<file path="src/rtl/bin2bcd_seq_if.sv">
// Start/ready request and registered result bundle for the sequential binary-to-BCD converter.
interface bin2bcd_seq_if #(
    parameter int unsigned WIDTH  = 14,
    parameter int unsigned DIGITS = 4
);
    logic                  start;
    logic [WIDTH-1:0]      in;
    logic                  ready;
    logic                  done;
    logic                  overflow;
    logic [4*DIGITS-1:0]   bcd;
    logic [DIGITS-1:0]     blank;

    modport master (
        output start, in,
        input  ready, done, overflow, bcd, blank
    );

    modport slave (
        input  start, in,
        output ready, done, overflow, bcd, blank
    );
endinterface

</file>
<file path="src/rtl/bin2bcd_seq.sv">
// Sequential shift-and-add-3 binary-to-BCD converter with saturation on overflow
// and a leading-zero blanking mask; results update only when a conversion completes.
module bin2bcd_seq #(
    parameter int unsigned WIDTH  = 14,
    parameter int unsigned DIGITS = 4
) (
    input logic          clk,
    input logic          reset,
    bin2bcd_seq_if.slave bus
);
    localparam int unsigned CntW = $clog2(WIDTH + 1);
    localparam int unsigned BcdW = 4 * DIGITS;
    localparam logic [DIGITS-1:0] BlankRst = {DIGITS{1'b1}} << 1;

    typedef enum logic [0:0] {StIdle, StConvert} state_e;

    state_e            state_q, state_d;
    logic [WIDTH-1:0]  shreg_q, shreg_d;
    logic [BcdW-1:0]   digits_q, digits_d;
    logic [BcdW-1:0]   digits_adj, digits_shift;
    logic              sticky_q, sticky_d, sticky_shift;
    logic [CntW-1:0]   count_q, count_d;
    logic              last_shift, accept, finish;
    logic [BcdW-1:0]   bcd_q, bcd_d;
    logic              overflow_q, overflow_d;
    logic [DIGITS-1:0] blank_q, blank_d;
    logic              done_q, done_d;

    // State register and all datapath/result flops.
    always_ff @(posedge clk or posedge reset) begin
        if (reset) begin
            state_q    <= StIdle;
            shreg_q    <= '0;
            digits_q   <= '0;
            sticky_q   <= 1'b0;
            count_q    <= '0;
            bcd_q      <= '0;
            overflow_q <= 1'b0;
            blank_q    <= BlankRst;
            done_q     <= 1'b0;
        end else begin
            state_q    <= state_d;
            shreg_q    <= shreg_d;
            digits_q   <= digits_d;
            sticky_q   <= sticky_d;
            count_q    <= count_d;
            bcd_q      <= bcd_d;
            overflow_q <= overflow_d;
            blank_q    <= blank_d;
            done_q     <= done_d;
        end
    end

    // One shift-and-add-3 step; a set MSB in the adjusted top digit means the
    // running value has reached 10^DIGITS.
    always_comb begin
        digits_adj = digits_q;
        for (int i = 0; i < int'(DIGITS); i++) begin
            if (digits_q[4*i +: 4] > 4'd4) begin
                digits_adj[4*i +: 4] = digits_q[4*i +: 4] + 4'd3;
            end
        end
        digits_shift = {digits_adj[BcdW-2:0], shreg_q[WIDTH-1]};
        sticky_shift = sticky_q | digits_adj[BcdW-1];
        last_shift   = (count_q == CntW'(WIDTH - 1));
        accept       = (state_q == StIdle) && bus.start;
        finish       = (state_q == StConvert) && last_shift;
    end

    // Next-state logic.
    always_comb begin
        state_d = state_q;
        unique case (state_q)
            StIdle:    if (bus.start) state_d = StConvert;
            StConvert: if (last_shift) state_d = StIdle;
            default:   state_d = StIdle;
        endcase
    end

    // Working registers and result registers.
    always_comb begin
        logic zero_above;
        shreg_d    = shreg_q;
        digits_d   = digits_q;
        sticky_d   = sticky_q;
        count_d    = count_q;
        bcd_d      = bcd_q;
        overflow_d = overflow_q;
        blank_d    = blank_q;
        done_d     = finish;
        zero_above = 1'b1;

        if (accept) begin
            shreg_d  = bus.in;
            digits_d = '0;
            sticky_d = 1'b0;
            count_d  = '0;
        end else if (state_q == StConvert) begin
            shreg_d  = shreg_q << 1;
            digits_d = digits_shift;
            sticky_d = sticky_shift;
            count_d  = count_q + CntW'(1);
        end

        if (finish) begin
            overflow_d = sticky_shift;
            bcd_d      = sticky_shift ? {DIGITS{4'h9}} : digits_shift;
            blank_d[0] = 1'b0;
            for (int i = int'(DIGITS) - 1; i >= 1; i--) begin
                zero_above = zero_above & (bcd_d[4*i +: 4] == 4'd0);
                blank_d[i] = zero_above;
            end
        end
    end

    // Outputs come straight from flops.
    always_comb begin
        bus.ready    = (state_q == StIdle);
        bus.done     = done_q;
        bus.overflow = overflow_q;
        bus.bcd      = bcd_q;
        bus.blank    = blank_q;
    end
endmodule

</file>
<file path="src/flat_wrapper.sv">
// flat-port wrapper written by rule: the top's interface ports become plain ports
module bin2bcd_seq_flat 
#(
    parameter int unsigned WIDTH  = 14,
    parameter int unsigned DIGITS = 4
)
  (clk, reset, bus_start, bus_in, bus_ready, bus_done, bus_overflow, bus_bcd, bus_blank);
  bin2bcd_seq_if #(.WIDTH(WIDTH), .DIGITS(DIGITS)) bus_i ();
  input logic clk;
  input logic reset;
  input wire logic [$bits(bus_i.start)-1:0] bus_start;
  input wire logic [$bits(bus_i.in)-1:0] bus_in;
  output wire logic [$bits(bus_i.ready)-1:0] bus_ready;
  output wire logic [$bits(bus_i.done)-1:0] bus_done;
  output wire logic [$bits(bus_i.overflow)-1:0] bus_overflow;
  output wire logic [$bits(bus_i.bcd)-1:0] bus_bcd;
  output wire logic [$bits(bus_i.blank)-1:0] bus_blank;
  assign bus_i.start = bus_start;
  assign bus_i.in = bus_in;
  assign bus_ready = bus_i.ready;
  assign bus_done = bus_i.done;
  assign bus_overflow = bus_i.overflow;
  assign bus_bcd = bus_i.bcd;
  assign bus_blank = bus_i.blank;
  bin2bcd_seq #(.WIDTH(WIDTH), .DIGITS(DIGITS)) u_core (.clk(clk), .reset(reset), .bus(bus_i));
endmodule
</file>
<file path="config.mk">
export PLATFORM = sky130hd
export DESIGN_NAME = bin2bcd_seq_flat
export DESIGN_NICKNAME = d
export VERILOG_FILES = /design/src/rtl/bin2bcd_seq_if.sv /design/src/rtl/bin2bcd_seq.sv /design/src/flat_wrapper.sv
export SDC_FILE = /design/constraint.sdc
export NUM_CORES = 1
export LEC_CHECK = 0
export CAP_MARGIN = 30
export CORE_MARGIN = 4
export CORE_UTILIZATION = 38
export DETAILED_ROUTE_END_ITERATION = 16
export PLACE_DENSITY = 0.65
export SLEW_MARGIN = 20
export SYNTH_ARGS = -nofsm -noshare
export SYNTH_HDL_FRONTEND = slang
export SYNTH_SLANG_ARGS = --single-unit
</file>
<file path="constraint.sdc">
create_clock -name clk -period 1.7 [get_ports clk]
set_clock_uncertainty 0.05 [all_clocks]
set_input_delay 0.17 -clock clk [delete_from_list [all_inputs] [get_ports clk]]
set_output_delay 0.17 -clock clk [all_outputs]
set_load 0.05 [all_outputs]
</file>
== Yosys cells after proc, flatten, opt, wreduce, memory -nomap -nowiden ==
Index checks and enable logic that the tools add are counted.

* Output and inout port bits: 23
* Register bits: 57
* Input port bits: 17

* Add/sub/neg operators: 5
* Equal/unequal tests: 1
* Order comparisons: 4
* Reductions and logical operators: 6
* Mux-type cells: 16
* Bitwise gates (word level): 4

{| class="wikitable"
|+ Operators by type and width
! kind !! number
|-
| 16-bit 2-to-1 mux || 3
|-
| 14-bit 2-to-1 mux || 2
|-
| 4-bit 2-to-1 mux || 6
|-
| 4-bit by 2-bit adder with 4-bit output, second input constant || 4
|-
| 4-bit by 3-bit greater-than comparator with 1-bit output, second input constant || 4
|-
| 4-bit logical NOT || 3
|-
| 4-bit by 1-bit adder with 4-bit output, second input constant || 1
|-
| 4-bit == test, second input constant || 1
|-
| 1-bit 2-to-1 mux || 4
|-
| 1-bit bitwise AND || 2
|-
| 1-bit logical AND || 2
|-
| 1-bit one-hot mux with 2 select lines || 1
|-
| 2-bit nonzero test || 1
|-
| 1-bit inverter || 1
|-
| 1-bit bitwise OR || 1
|}

== Longest topological paths before layout ==
* Depth after elaboration: 7
* Depth in mapped cells: 7

== Worst setup path after synthesis ==
Ideal clock, no wire load.

* Kind: flip-flop to flip-flop
* Start point: register u_core.digits_q[4]
* End point: register u_core.blank_q[1], in the netlist u_core.bus.blank[1]
* Arrival time: 1.579 ns
* Data required time: 1.589 ns
* Slack: 0.010 ns
* Stages on the path, launching flop included: 8
* Path buffers: 0
* Library setup time: 0.061 ns
* Path through: dfrtp_1 inv_1 ha_1 inv_1 a21o_1 or3_1 a211oi_1 a22o_1

* Word-level cells in the longest chain between the ends: 6
* Elaborated cells between the ends (all ways): 8
* Classes of those cells: add/sub (1); order compare (1); mux (2); bitwise (2); reduce/logical (2)

{| class="wikitable"
|+ RTL lines
! item !! RTL line !! RTL
|-
| start, declared || bin2bcd_seq.sv:19 || <nowiki>logic [BcdW-1:0] digits_q, digits_d;</nowiki>
|-
| start signal, assigned || bin2bcd_seq.sv:44 || <nowiki>digits_q <= digits_d;</nowiki>
|-
| 4-bit by 2-bit adder with 4-bit output or 4-bit by 3-bit greater-than comparator with 1-bit output (tied branches) || bin2bcd_seq.sv:60, bin2bcd_seq.sv:59 ||
|-
| 4-bit 2-to-1 mux * || bin2bcd_seq.sv:59 || <nowiki>if (digits_q[4*i +: 4] > 4'd4) begin</nowiki>
|-
| 16-bit 2-to-1 mux * || bin2bcd_seq.sv:107 || <nowiki>bcd_d = sticky_shift ? {DIGITS{4'h9}} : digits_shift;</nowiki>
|-
| 4-bit logical NOT || bin2bcd_seq.sv:110 || <nowiki>zero_above = zero_above & (bcd_d[4*i +: 4] == 4'd0);</nowiki>
|-
| 1-bit bitwise AND || bin2bcd_seq.sv:110 ||
|-
| 1-bit bitwise AND * || bin2bcd_seq.sv:110 ||
|-
| end signal, assigned || bin2bcd_seq.sv:39 || <nowiki>blank_q <= BlankRst;</nowiki>
|-
| end signal, assigned || bin2bcd_seq.sv:49 || <nowiki>blank_q <= blank_d;</nowiki>
|-
| end, declared || bin2bcd_seq.sv:26 || <nowiki>logic [DIGITS-1:0] blank_q, blank_d;</nowiki>
|}

Every way passes the cells marked *; elsewhere a longest branch is shown, timed or not.
A chain may end at the register's enable or synchronous reset.

== Worst setup path in the final report ==
* Start point: register u_core.digits_q[9]
* End point: register u_core.blank_q[1], in the netlist u_core.bus.blank[1]

* Word-level cells in the longest chain between the ends: 6
* Elaborated cells between the ends (all ways): 8
* Classes of those cells: add/sub (1); order compare (1); mux (2); bitwise (2); reduce/logical (2)

{| class="wikitable"
|+ RTL lines
! item !! RTL line
|-
| 4-bit by 2-bit adder with 4-bit output or 4-bit by 3-bit greater-than comparator with 1-bit output (tied branches) || bin2bcd_seq.sv:60, bin2bcd_seq.sv:59
|-
| 4-bit 2-to-1 mux * || bin2bcd_seq.sv:59
|-
| 16-bit 2-to-1 mux * || bin2bcd_seq.sv:107
|-
| 4-bit logical NOT || bin2bcd_seq.sv:110
|-
| 1-bit bitwise AND * (2 in a row) || bin2bcd_seq.sv:110
|}

Marked as above.

==> key figures <==
Power
  • Clk pwr share: 16.6%
  • Maximum VDD drop: 0.649 mV
  • Flop pwr share: 30.6%
  • Internal power: 4370 µW
  • Comb pwr share: 52.8%
  • Psw: 3310 µW
  • PwrDens: 2010 nW/µm²
  • Switching power share of the total: 43.1%
  • Leakage Power: 0.00183 µW

Placed design
  • PortBufs: 38
  • Setup WS pre-CTS: -0.0916 ns
  • Placed insts: 445
  • Dpl hpwl: 4490 µm
  • Routability cong.: 0.848

Detailed routing
  • DRC: 0
  • Vias/cell: 4.97
  • Vias: 2,330
  • Final ANT Viol Nets: 0
  • Detailed Routing Iterations Pass 1: 4
  • Drt first-iter violations: 77
  • WL per Instance: 13.8 µm
  • Final WL: 6460 µm

Worst setup path
  • Worst setup EP type: register
  • CP Launch Type: register
  • Critical Path Fanout Max: 4
  • Worst EP arrival: 2.07 ns
  • Crit path required time: 1.93 ns
  • CP Class: register to register

GRT
  • Most used routing layer in global routing: met2
  • Vias in the first global route: 2,197
  • Global-route wire length before repair: 10,400 µm
  • Met2 Resource Use GR: 24.1%
  • Largest net degree at the start of global routing: 26
  • Grt ovf: 0
  • Initial antenna violation count: 0
  • Gr usage total: 15.3%
  • Met3 usage: 5.37%
  • Met1 usage in global routing: 19.1%

Layout
  • Final #Nets: 391
  • Synthesis-to-finish area growth: 35.8%
  • Share of cells above drive strength 1: 27.8%
  • N_diodes: 0
  • Non-filler instance count after layout: 469
  • Commonest non-fill, non-tap cells in the layout: buf_4, dfrtp_1, nand2_1, o21ai_0, mux2i_1

Synth
  • Syn_area_per_cell: 9.50 µm²
  • Yosys reg bits: 57
  • Sequential share of the synthesized area: 50.7%
  • Cell Area, Synth: 2820 µm²
  • Post-synthesis cell count: 297
  • Synth cell types: 41
  • Synth warn: 0
  • Syn_nets: 323

Timing
  • Worst slew pin tran: 0.502 ns
  • Max-slew headroom: 66.5%
  • Final setup fails: 2
  • Setup ws final: -0.144 ns
  • Minimum clock period: 1.84 ns
  • Crit share post-route: 108%
  • Maximum clock frequency: 542 MHz
  • Hold Slack: 0.0714 ns
  • Slew Limit Fails: 0
  • RSZ-0062 raised after global routing: true
  • Final hold vios: 0

Status
  • Status: finished with violations
  • Failing checks: negative setup slack

Clocking
  • Worst-Skew Late Latency: 0.33 ns
  • Clk sink count: 57
  • Longest Clk Path Bufs: 2
  • H-tree lvl count: 3
  • CTS clk-pin slew, worst paths: 0.06 ns
  • CTS tree: built
  • Number of CTS-inserted buffers: 9
  • Root Driver: clkbuf_8

Run
  • Max_cap viols: 0

Floorplan
  • Core Rows: 31
  • Initial Util: 39.1%
  • Core area: 7210 µm²
  • Chip width: 94.2 µm
  • # IOs: 40
  • Die Ht: 94.2 µm
  • Die area: 8860 µm²

Min path
  • Worst hold path type: input port to async pin
through the flow:
step | cell area, µm² | power (µW) | setup TNS [ns] | utilization, %
after floorplan | 2820 | 4710 | 0 | -
after global placement | 3450 | 5800 | -0.0105 | 47.8
after detailed placement | 3450 | 5900 | -0.134 | 47.8
after CTS | 3740 | 7470 | -0.0135 | 51.8
after global routing | 3830 | 8290 | -0.497 | 53.1
final | 3830 | 7680 | -0.236 | 53.1
timing repair:
| action | in CTS | in global routing |
|---|---|---|
| buffers inserted | 5 | 3 |
| endpoints found under the setup margin | 6 | 25 |
| pin swaps | 4 | 8 |
| resized for setup | 16 | 18 |
| hold buffers | 0 | 0 |
worst max-delay path, cell delays in order, from the launching register on:
cell       delay [ns]
dfrtp_1          0.41
inv_2            0.08
ha_4             0.18
nor2b_1          0.13
o21ai_1          0.28
o2111ai_2        0.25
nor4_4           0.24
a22o_1           0.18
flip-flops by register name, summed over array words and instances (netlist names):
signal / cells
u_core.bus.blank: 3
u_core.shreg_q: 14
u_core.digits_q: 16
u_core.count_q: 4
u_core.sticky_q: 1
u_core.bus.overflow: 1
u_core.bus.done: 1
u_core.bus.bcd: 16
u_core.state_q: 1
cell families (layout without fill, tap and decap cells):
group | count (synthesis) | in the layout | synth area share (%)
and+or+nand+nor | 104 | 104 | 17.5
AOI/OAI and AO/OA | 68 | 68 | 14.4
DFF | 57 | 57 | 50.7
buffers and inverters | 33 | 106 | 4.66
muxes | 20 | 20 | 7.10
adders and majority gates | 9 | 9 | 3.99
xor gates and xnor gates | 5 | 5 | 1.55
other | 1 | 1 | 0.133
final timing paths:
path / cells past startpoint / start / endpoint / slack, ns
setup / recovery: 7 / u_core.digits_q[9]$_DFFE_PP0P_ / u_core.bus.blank[1]$_DFFE_PP1P_ / -0.14
hold / removal: 2 / reset / u_core.shreg_q[11]$_DFFE_PP0P_ / 0.07
setup reg to reg: 7 / u_core.digits_q[9]$_DFFE_PP0P_ / u_core.bus.blank[1]$_DFFE_PP1P_ / -0.14
hold reg to reg: 2 / u_core.bus.bcd[9]$_DFFE_PP0P_ / u_core.bus.bcd[9]$_DFFE_PP0P_ / 0.42
max in group asynchronous: 3 / reset / u_core.bus.blank[1]$_DFFE_PP1P_ / 1.02
min in group clk: 3 / bus_in[0] / u_core.shreg_q[0]$_DFFE_PP0P_ / 0.40
power groups by stage:
| stage | registers [µW] | logic (µW) | clock network (µW) |
|---|---|---|---|
| after floorplan | 2840 | 1870 | 0 |
| after CTS | 2330 | 3820 | 1320 |
| after detailed placement | 2340 | 3560 | 0 |
| after global routing | 2430 | 4470 | 1380 |
| final | 2350 | 4060 | 1270 |
| after global placement | 2320 | 3490 | 0 |
synth_stat cells (all sizes together):
cell type | instances | share of area [%]
nor3b | 1 | 0.27
dfrtp | 54 | 48
o31ai | 9 | 2.4
and2 | 2 | 0.44
o2111ai | 1 | 0.31
a21o | 3 | 0.84
ha | 9 | 4.0
clkbuf | 13 | 1.7
o211a | 1 | 0.35
nor2 | 14 | 1.9
a22o | 2 | 0.62
a211oi | 2 | 0.53
o22a | 1 | 0.31
nand4 | 2 | 0.44
o21ai | 42 | 7.5
buf | 4 | 0.80
nor4 | 2 | 0.67
nand2b | 6 | 1.3
nor3 | 1 | 0.18
xnor2 | 5 | 1.6
a31oi | 4 | 0.89
nand4bb | 1 | 0.40
nor2b | 4 | 0.89
nand3 | 8 | 1.4
nand3b | 3 | 0.80
or3 | 4 | 0.89
mux2i | 20 | 7.1
inv | 15 | 2.0
clkinv | 1 | 0.13
or2 | 1 | 0.22
a21oi | 3 | 0.67
conb | 1 | 0.13
or3b | 2 | 0.62
dfstp | 3 | 2.8
nand2 | 53 | 7.1
final cells by class:
| class | instances | area [µm²] |
|---|---|---|
| fill | 667 | 3380 |
| sequential | 57 | 1430 |
| inverter | 16 | 60.1 |
| clock buffer | 13 | 159 |
| tap | 99 | 124 |
| timing repair buffer | 74 | 638 |
| multi-input combinational | 207 | 1380 |
| clock inverter | 3 | 40.0 |
per-layer routing:
| layer | wire length [µm] | vias up |
|---|---|---|
| met5 | 0 | - |
| met3 | 365 | 12 |
| li1 | - | 1150 |
| met2 | 3000 | 61 |
| met1 | 2940 | 1107 |
| met4 | 147 | 0 |
(Power assumes the default switching activity.)
==> patch, RTL diff (config.mk and constraints unchanged) <==
`shreg_q` no longer has a reset.
--- a/src/rtl/bin2bcd_seq.sv
+++ b/src/rtl/bin2bcd_seq.sv
@@ -30,7 +30,6 @@
     always_ff @(posedge clk or posedge reset) begin
         if (reset) begin
             state_q    <= StIdle;
-            shreg_q    <= '0;
             digits_q   <= '0;
             sticky_q   <= 1'b0;
             count_q    <= '0;
@@ -40,7 +39,6 @@
             done_q     <= 1'b0;
         end else begin
             state_q    <= state_d;
-            shreg_q    <= shreg_d;
             digits_q   <= digits_d;
             sticky_q   <= sticky_d;
             count_q    <= count_d;
@@ -49,6 +47,10 @@
             blank_q    <= blank_d;
             done_q     <= done_d;
         end
+    end
+
+    always_ff @(posedge clk) begin
+        shreg_q <= shreg_d;
     end
 
     // One shift-and-add-3 step; a set MSB in the adjusted top digit means the
Check against the original RTL: no difference found for any inputs over 10 cycles, from zero or initial values and one cycle with reset high; that may be too few to reach the edited logic, so the function may still have changed.
==> patch against the original RTL <==
  * The flow still finishes with violations (negative setup slack)
  * Critical path type unchanged
  * Sequential power rose by 6%
  * Sequential cell count stayed put
  * Total power is 11% higher
  * Via count fell by 5.0%
  * Non-clock buffer count increased by 9
  * First-iteration DRC count grew 17%
  * Count of clock-buffer cells in the layout decreased by 3
  * Synthesized cell count down 10%
  * Clock power is 20% higher
  * Setup slack got worse by 94 ps
  * Cell area is 2.3% higher
  * Sequential share of layout area increased by 0.95 points
  * Synthesized area is 1.3% lower
  * Wire length fell by 3.3%
  * Critical endpoint unchanged
==> patch: results (changes against the original RTL) <==
stage,metric,value,unit,change
run_status,status,finished with violations,,
run_status,violations,negative setup slack,,
routing,finalWirelength,6.245,mm,-3.3%
yosys,synthesis.nets,293,,-9.3%
yosys,synth.distinct_cells,43,,+4.9%
critical_path,cpMaxStageDelayCell,or4_4,,
place,place_area,3562,µm²,+3.3%
sta,worstMarginPinSlew,501.8,ps,-0.3147 ps
final_layout,fillerInstances,596,,-11%
global_route,antenna_found_initial,0,,unchanged
final_layout,diodes,0,,unchanged
global_route,grt.total_usage,0.1565,,+0.003984
pwr,peakVddDrop,0.5537,mV,-15%
sta,setup_viol,3,,+1
cts,h-tree-depth,3,,unchanged
place,dp_hpwl,4.420,mm,-1.5%
critical_path,critPathMaxStageDelay,540,ps,+130 ps
place,io_buffers,38,,unchanged
yosys,synthTopCellsByArea,"dfrtp_1 36%, edfxtp_1 15%, mux2_2 6.1%",,
global_route,grt_pass1_wl,10.38,mm,-0.53%
critical_path,crit_family,simple AND/OR/NAND/NOR gates,,
routing,first_iter_violations,90,,+17%
final_layout,drive_gt1_frac,0.3683,,+0.08989
yosys,async_flop_share,0.7544,,-0.2456
place,globalplace.congestion,0.8811,,+4.0%
cts,path_clk_slew,70,ps,
cts,insertion_delay,350,ps,+20 ps
place,placed_cells,430,,-3.4%
routing,wl_per_cell,13.91,µm,+0.96%
yosys,netlist_top_cells_count,"40 x dfrtp_1, 36 x nand2_1, 31 x o21ai_0, 16 x inv_1",,
pwr,leakagePower,1.822,nW,-0.53%
yosys,syn_area_per_cell,10.46,µm²,+10%
sta,setup_tns,-489.1,ps,-252.8 ps
routing,dr.pass1.iters,4,,unchanged
critical_path,crit_end,u_core.bus.blank[1],,
final_layout,nets,375,,-4.1%
cts,cts_buffers,9,,unchanged
global_route,grt_max_degree,44,,+69%
critical_path,crit_path_start,u_core.digits_q[12],,
yosys,synth_edf_count,14,,+14
global_route,use_met1,0.2052,,+0.01398
cts,clockRootBuffer,clkbuf_8,,
routing,vias,2214,,-5.0%
worst_hold_path,hold_class,in -> async,,
pwr,power_clock,1.52,mW,+20%
global_route,use_met2,0.2341,,-0.006476
sta,worst_slack,-237.9,ps,-93.62 ps
yosys,yosysWarnings,0,,unchanged
global_route,grt_pass1_vias,2153,,-2.0%
sta,timing.hold.ws,135.7,ps,+64.27 ps
yosys,seq_area_frac_synth,0.5391,,+0.03202
sta,slew_viol_final,0,,unchanged
pwr,p_comb_frac,0.531,,+0.003
pwr,switching_share,0.4062,,-0.02457
critical_path,r2r_cells,5,,-2
critical_path,worst-path-max-fanout,3,,-1
global_route,grt.met3_usage,0.05390,,+0.0002160
-- patch: changes by cell type in the layout (fill, tap and decap cells not counted), sizes merged, moves of 3 or more --
cell    change
buf         +9
clkbuf      -3
dfrtp      -14
edfxtp     +14
mux2       +15
mux2i      -16
nand2      -17
nand2b      -3
o21ai      -10
-- patch: final cells by class --
| type | count | area share |
|---|---|---|
| Clock buffer | 10 | 0.03258 |
| Clock inverter | 6 | 0.02715 |
| Inverter | 17 | 0.01629 |
| Multi-Input combinational cell | 180 | 0.3261 |
| Sequential cell | 57 | 0.3829 |
| Tap cell | 96 | 0.03066 |
| Timing Repair Buffer | 83 | 0.1843 |
-- patch: cell families after synthesis --
family,after synthesis,share of synthesized area
and+or+nand+nor,86,0.1511
DFF,57,0.5391
muxes,19,0.07509
adders and majority gates,10,0.04496
buffers and inverters,29,0.04092
xor gates and xnor gates,5,0.01574
other,1,0.001348
AOI/OAI and AO/OA,59,0.1317
-- patch: per-stage QoR --
| step | worst slack [ps] | util | total power, mW |
|---|---|---|---|
| 2_1_floorplan | -130.6 | - | 5.077 |
| 3_3_place_gp | -161.8 | 0.5130 | 6.566 |
| 3_5_place_dp | -244.3 | 0.5130 | 6.677 |
| 4_1_cts | -201.8 | 0.5508 | 8.310 |
| 5_1_grt | -334.4 | 0.5641 | 9.154 |
| 6_report | -237.9 | 0.5641 | 8.523 |
-- patch: what timing repair did --
| item | CTS | global route |
|---|---|---|
| setup buffers | 1 | 3 |
| gates resized for setup | 7 | 23 |
| pin swaps | 2 | 9 |
| setup endpoints to repair | 12 | 22 |
-- patch: per-layer routing --
metal / vias up / routed length (µm)
li1: 1093 / -
met1: 1063 / 2959
met2: 45 / 2850
met3: 13 / 298
met4: 0 / 136
met5: - / 0
